===== config.mk =====
export PLATFORM = sky130hd
export DESIGN_NAME = axi_trace_burst_writer
export DESIGN_NICKNAME = d
export VERILOG_FILES = /design/src/rtl/tracer_axi_pkg.sv /design/src/rtl/trace_sync_fifo.sv /design/src/rtl/axi_trace_burst_writer.sv
export SDC_FILE = /design/constraint.sdc
export NUM_CORES = 1
export LEC_CHECK = 0
export CORE_UTILIZATION = 56
export DETAILED_ROUTE_END_ITERATION = 7
export GPL_TIMING_DRIVEN = 0
export PLACE_DENSITY = 0.82
export RECOVER_POWER = 100
export SLEW_MARGIN = 20
export SYNTH_ARGS = -nofsm -noshare
export SYNTH_HDL_FRONTEND = slang
export SYNTH_SLANG_ARGS = --single-unit

===== constraint.sdc =====
create_clock -name clk -period 15.7 [get_ports clk]
set_input_delay 1.57 -clock clk [delete_from_list [all_inputs] [get_ports clk]]
set_output_delay 1.57 -clock clk [all_outputs]
set_load 0.02 [all_outputs]

===== src/rtl/tracer_axi_pkg.sv =====
// tracer_axi_pkg: AXI constants, writer FSM states and helpers shared by the trace burst writer.
package tracer_axi_pkg;
  localparam logic [1:0] BURST_INCR = 2'b01;
  localparam logic [1:0] RESP_OKAY = 2'b00;
  localparam int unsigned PAGE_BYTES = 4096;
  typedef enum logic [1:0] {IDLE, ADDR, DATA} state_t;
  function automatic logic [31:0] min2(input logic [31:0] a, input logic [31:0] b);
    return a < b ? a : b;
  endfunction
endpackage


===== src/rtl/trace_sync_fifo.sv =====
// trace_sync_fifo: first-word fall-through synchronous FIFO with occupancy count.
module trace_sync_fifo #(
  parameter int Width = 32,
  parameter int Depth = 32,
  localparam int AW = $clog2(Depth),
  localparam int CW = AW + 1
) (
  input  logic             clk,
  input  logic             reset,
  input  logic             push,
  input  logic [Width-1:0] din,
  input  logic             pop,
  output logic [Width-1:0] dout,
  output logic [CW-1:0]    count
);
  logic [Width-1:0] mem [Depth];
  logic [AW-1:0] rd_ptr, wr_ptr;
  always_ff @(posedge clk) begin
    if (reset) begin
      rd_ptr <= '0;
      wr_ptr <= '0;
      count <= '0;
    end else begin
      if (push) wr_ptr <= wr_ptr + AW'(1);
      if (pop) rd_ptr <= rd_ptr + AW'(1);
      count <= count + CW'(push) - CW'(pop);
    end
  end
  always_ff @(posedge clk) if (push) mem[wr_ptr] <= din;
  assign dout = mem[rd_ptr];
endmodule


===== src/rtl/axi_trace_burst_writer.sv =====
// axi_trace_burst_writer: drains buffered trace words into a device-memory ring as AXI4 INCR bursts,
// splitting bursts at the ring end and at 4 KB pages, and tracking outstanding B responses.
module axi_trace_burst_writer
  import tracer_axi_pkg::*;
#(
  parameter int AddressWidth = 32,
  parameter int DataWidth = 32,
  parameter int IDWidth = 1,
  parameter int MaxBurstLen = 16,
  parameter int MaxOutstandingWrites = 16,
  parameter int FifoDepth = 32,
  parameter int FlushTimeout = 64
) (
  input  logic                    clk,
  input  logic                    reset,
  input  logic [AddressWidth-1:0] base_addr,
  input  logic [31:0]             buf_words,
  input  logic [DataWidth-1:0]    in_data,
  input  logic                    in_valid,
  output logic                    in_ready,
  input  logic                    flush,
  output logic                    busy,
  output logic [31:0]             words_written,
  output logic                    wrapped,
  output logic                    error,
  output logic [AddressWidth-1:0] awaddr,
  output logic [IDWidth-1:0]      awid,
  output logic [7:0]              awlen,
  output logic [2:0]              awsize,
  output logic [1:0]              awburst,
  output logic                    awvalid,
  input  logic                    awready,
  output logic [DataWidth-1:0]    wdata,
  output logic [DataWidth/8-1:0]  wstrb,
  output logic [IDWidth-1:0]      wid,
  output logic                    wlast,
  output logic                    wvalid,
  input  logic                    wready,
  input  logic [IDWidth-1:0]      bid,
  input  logic [1:0]              bresp,
  input  logic                    bvalid,
  output logic                    bready
);
  localparam int Bytes = DataWidth / 8;
  localparam int Size = $clog2(Bytes);
  localparam int CW = $clog2(FifoDepth) + 1;
  localparam int OW = $clog2(MaxOutstandingWrites + 1);
  localparam int IW = $clog2(FlushTimeout + 1);

  state_t state, next;
  logic [CW-1:0] fifo_count;
  logic [31:0] wr_ptr, ptr_sum, len_c, page_words;
  logic [OW-1:0] outstanding;
  logic [IW-1:0] idle_cnt;
  logic [8:0] len_q, beat_q;
  logic [AddressWidth-1:0] next_addr;
  logic flush_pending, push, has_words, start, aw_hs, w_hs, last_hs, b_hs, unused_bid;

  trace_sync_fifo #(.Width(DataWidth), .Depth(FifoDepth)) fifo (
    .clk(clk), .reset(reset), .push(push), .din(in_data),
    .pop(w_hs), .dout(wdata), .count(fifo_count)
  );

  assign in_ready = !reset && fifo_count < CW'(FifoDepth);
  assign push = in_valid && in_ready;
  assign has_words = fifo_count != '0;
  assign bready = !reset;
  assign busy = has_words || state != IDLE || outstanding != '0;
  assign aw_hs = awvalid && awready;
  assign w_hs = wvalid && wready;
  assign last_hs = w_hs && wlast;
  assign b_hs = bvalid && bready;
  assign unused_bid = ^bid;

  // Burst length is capped by buffered words, burst limit, ring end and the 4 KB page.
  assign next_addr = base_addr + AddressWidth'(wr_ptr << Size);
  assign page_words = (32'(PAGE_BYTES) - 32'(next_addr[11:0])) >> Size;
  assign len_c = min2(min2(32'(fifo_count), 32'(MaxBurstLen)), min2(buf_words - wr_ptr, page_words));
  assign ptr_sum = wr_ptr + 32'(len_q);
  assign start = state == IDLE && outstanding < OW'(MaxOutstandingWrites) &&
                 (fifo_count >= CW'(MaxBurstLen) || (has_words && (flush_pending || idle_cnt == IW'(FlushTimeout))));

  assign awid = '0;
  assign wid = '0;
  assign awsize = 3'(Size);
  assign awburst = BURST_INCR;
  assign wstrb = '1;
  assign awlen = 8'(len_q - 9'd1);

  always_ff @(posedge clk) state <= reset ? IDLE : next;

  always_comb begin
    next = state;
    awvalid = state == ADDR;
    wvalid = state == DATA;
    wlast = wvalid && beat_q == 9'd1;
    if (start) next = ADDR;
    if (awvalid && awready) next = DATA;
    if (wlast && wready) next = IDLE;
  end

  always_ff @(posedge clk) begin
    if (reset) begin
      wr_ptr <= '0;
      outstanding <= '0;
      idle_cnt <= '0;
      flush_pending <= 1'b0;
      words_written <= '0;
      wrapped <= 1'b0;
      error <= 1'b0;
      len_q <= '0;
      beat_q <= '0;
      awaddr <= '0;
    end else begin
      if (start) begin
        awaddr <= next_addr;
        len_q <= 9'(len_c);
        beat_q <= 9'(len_c);
      end
      if (w_hs) begin
        beat_q <= beat_q - 9'd1;
        words_written <= words_written + 32'd1;
      end
      if (last_hs) begin
        wr_ptr <= ptr_sum == buf_words ? '0 : ptr_sum;
        if (ptr_sum == buf_words) wrapped <= 1'b1;
      end
      outstanding <= outstanding + OW'(aw_hs) - OW'(b_hs);
      if (b_hs && bresp != RESP_OKAY) error <= 1'b1;
      flush_pending <= flush || (flush_pending && !(!has_words && state == IDLE && outstanding == '0));
      idle_cnt <= (push || start) ? '0 :
                  (state == IDLE && has_words && fifo_count < CW'(MaxBurstLen) && idle_cnt < IW'(FlushTimeout)) ?
                  idle_cnt + IW'(1) : idle_cnt;
    end
  end
endmodule


==> impl_metrics.csv <==
group,metric,value,unit
setup_path,rr_worst_depth,31,
pwr,p_leak,18.9,nW
sta,whs,0.452,ns
grt,grt_max_degree,33,
sta,tightest_slew,2.54,ns
sta,worst_clock_skew,0.0494,ns
yosys,synthCells,3040,
die,dieArea,92200,um2
drt,num_vias,32350,
die,die_h,304,um
yosys,synth-main-ff-cell,"edfxtp_1",
sta,report.final.slew_viol_count,676,
sta,max_freq,95.4,MHz
place,dpl.hpwl,94300,um
cts,cts_resized,0,
min_path,hold_end,"error$_SDFFE_PP0P_",
pwr,clock_power_share,0.380,
setup_path,slowest_stage,"nor4_1",
sta,hold_viol_final,0,
cts,post_cts_buffers,0,
pwr,p_sw,0.00189,W
sta,min_period,10.48,ns
cts,clockBufferDepth,3,
die,pin_count,229,
grt,grt_pass1_vias,32795,
min_path,hold_depth,2,
drt,drtPass1Iterations,8,
setup_path,timing.rr.end,"beat_q[4]$_SDFFE_PP0P_",
setup_path,worstPathMaxFanout,8,
pwr,seq_power_share,0.484,
drt,wl,157000,um
grt,grt_pass1_wl,226000,um
setup_path,cp-end-kind,"flip-flop",
drt,first_iter_violations,4461,
min_path,hold_path_startpoint,"error$_SDFFE_PP0P_",
die,initial_core_util,0.566,
setup_path,cp_slowest_stage_delay,0.84,ns
flow_run,maxCapViolations,38,
finish,fin_nets,3650,
min_path,min_path_type,"reg2reg",
drt,drtAntennaViolNets,0,
yosys,yosys_warnings,0,
die,core-area,90100,um2
cts,clock_latency,0.73,ns
yosys,ys_ff_latch,1176,
cts,cts-root-buf,"clkbuf_16",
setup_path,crit_top_cell,"nand2_1",
yosys,syn_area,51000,um2
pwr,power_frac_comb,0.136,
yosys,synthDistinctLibCells,104,
run_status,status,"finished, violations left",
setup_path,cp.required,16.26,ns
grt,globalRouteOverflowTotal,0,
place,gp_congestion,0.927,
drt,drc,1,
cts,h-tree-depth,3,
finish,area_growth,14.7,%
pwr,cell_internal_pwr,0.00537,W
sta,rsz0062_at_grt,"false",
finish,drive_above_1_share,0.172,
sta,setup_violations,0,
sta,post-route-period-util,0.668,
cts,cts_tree,"built",
cts,cts_num_sinks,1176,
setup_path,crit_type,"in2reg",
die,rows,110,
place,port_buffers,215,
setup_path,r2r_setup_slack,6.30,ns
cts,hold_buffers,0,
pwr,switching_share,0.260,
yosys,synth_edf_count,1024,
sta,max_slew_margin,-0.700,
setup_path,crit_path_start_kind,"input pin",
drt,avgViaCountPerCell,6.88,
yosys,synth.avg_cell_area,16.8,um2
grt,antenna_found_initial,11,
cts,cts_buffers,113,
pwr,powerDensity,124,nW/um2
yosys,seq_area_frac_synth,0.663,
drt,wire_per_inst,33.3,um
setup_path,crit_arrival,11.04,ns
run_status,violations,"design-rule violations, max-capacitance violations, max-slew violations",
setup_path,rr_startpoint,"wr_ptr[0]$_SDFFE_PP0P_",
yosys,async_flop_share,0,
die,die_x,304,um
grt,grt_use_total,0.342,
pwr,irDropWorstVdd,0.000123,V
cts,path_clk_slew,0.07,ns
sta,fin_tns_setup,0,ns
==> power by group through the flow <==
stage               sequential, W  clock, W  combinational [W]
floorplan                 0.00360         0           0.000554
global placement          0.00358         0           0.000920
detailed placement        0.00358         0           0.000966
CTS                       0.00351   0.00276           0.000999
global route              0.00352   0.00287            0.00104
finish                    0.00352   0.00276           0.000984
==> how the worst max path moves through the flow <==
stage	startpoint	end	slack [ns]	depth (start not counted)
after floorplan	base_addr[2]	beat_q[0]$_SDFFE_PP0P_	7.76	32
after detailed placement	base_addr[2]	beat_q[4]$_SDFFE_PP0P_	5.96	33
after global routing	base_addr[2]	beat_q[4]$_SDFFE_PP0P_	4.76	33
after CTS	base_addr[2]	beat_q[4]$_SDFFE_PP0P_	6.08	33
final	base_addr[2]	beat_q[4]$_SDFFE_PP0P_	5.22	32
after global placement	base_addr[2]	beat_q[4]$_SDFFE_PP0P_	6.17	33
==> per-layer routing <==
layer,global-route usage,vias up,part of all wire
met5,0,-,0.00038
met4,0.217,10,0.073
met3,0.0765,757,0.11
met2,0.561,2729,0.49
met1,0.412,15970,0.33
li1,-,12884,-
==> sequential cells by signal (all words and copies together), names as in the netlist, 6 cells and up, named ones only <==
signal	flops
awaddr	32
beat_q	9
fifo.count	6
fifo.mem	1024
idle_cnt	7
len_q	9
words_written	32
wr_ptr	32
==> per-stage QoR <==
| stage | power (W) | std cells | util | area (um2) | setup WS [ns] |
|---|---|---|---|---|---|
| after global placement | 0.00450 | 4440 | 0.606 | 54600 | 6.17 |
| final | 0.00726 | 4705 | 0.649 | 58500 | 5.22 |
| after global routing | 0.00743 | 4703 | 0.649 | 58500 | 4.76 |
| after CTS | 0.00727 | 4700 | 0.664 | 59900 | 6.08 |
| after floorplan | 0.00416 | 3049 | - | 51000 | 7.76 |
| after detailed placement | 0.00455 | 4490 | 0.623 | 56200 | 5.96 |
==> critical path: cells and delay by family <==
| kind | cells | cell delay [ns] |
|---|---|---|
| and+or+nand+nor | 16 | 4.44 |
| AOI/OAI and AO/OA | 9 | 2.57 |
| adders and majority gates | 4 | 1.35 |
| buffers and inverters | 3 | 1.10 |
==> synthesized netlist by cell type, types with 26 or more instances <==
cell type / n / area, um2
a21o_1: 26 / 195
a21oi_1: 103 / 515
buf_1: 35 / 131
clkbuf_1: 78 / 293
dfxtp_1: 152 / 3040
edfxtp_1: 1024 / 30700
ha_1: 110 / 1380
inv_1: 84 / 315
mux2_2: 36 / 405
mux4_2: 320 / 7210
nand2_1: 162 / 608
nand3_1: 46 / 230
nand4_1: 34 / 213
nor2_1: 182 / 683
nor3_1: 38 / 190
o21ai_0: 60 / 300
xnor2_1: 94 / 823
xor2_1: 62 / 543
==> layout by cell type (no fill, tap or decap), types with 10 or more instances in the layout <==
master / count
a211oi_1: 14
a21o_1: 26
a21oi_1: 103
a31oi_1: 17
and2_1: 10
and3_1: 24
and4_1: 12
buf_4: 12
bufinv_16: 10
clkbuf_1: 165
clkbuf_16: 115
clkbuf_2: 23
clkdlybuf4s50_1: 72
clkinv_1: 22
clkinv_2: 25
conb_1: 11
dfxtp_1: 152
dlygate4sd3_1: 136
edfxtp_1: 1024
ha_1: 110
inv_1: 84
mux2_2: 36
mux2i_1: 12
mux4_2: 320
nand2_1: 162
nand2b_1: 12
nand3_1: 46
nand3b_1: 10
nand4_1: 34
nor2_1: 182
nor2b_1: 15
nor3_1: 38
nor4_1: 14
o211ai_1: 22
o21a_1: 20
o21ai_0: 61
o22ai_1: 12
or3_1: 19
xnor2_1: 94
xor2_1: 62
==> layout make-up <==
type                       instances  area, um2
fill                            5748      31700
antenna                            5       12.5
buffer                           137        627
clock inverter                    71        702
sequential                      1176      33800
tap                             1176       1470
inverter                          86        323
clock buffer                     139       2970
multi-input combinational       1650      16300
timing repair buffer             265       2300
==> logic make-up after synthesis <==
family	count (synthesis)	synth area share
DFF	1176	0.663
and+or+nand+nor	620	0.0598
AOI/OAI and AO/OA	377	0.0505
muxes	369	0.152
buffers and inverters	223	0.0182
xor gates and xnor gates	158	0.0277
adders and majority gates	115	0.0290
other	2	0.000147
(Power assumes the default switching activity.)
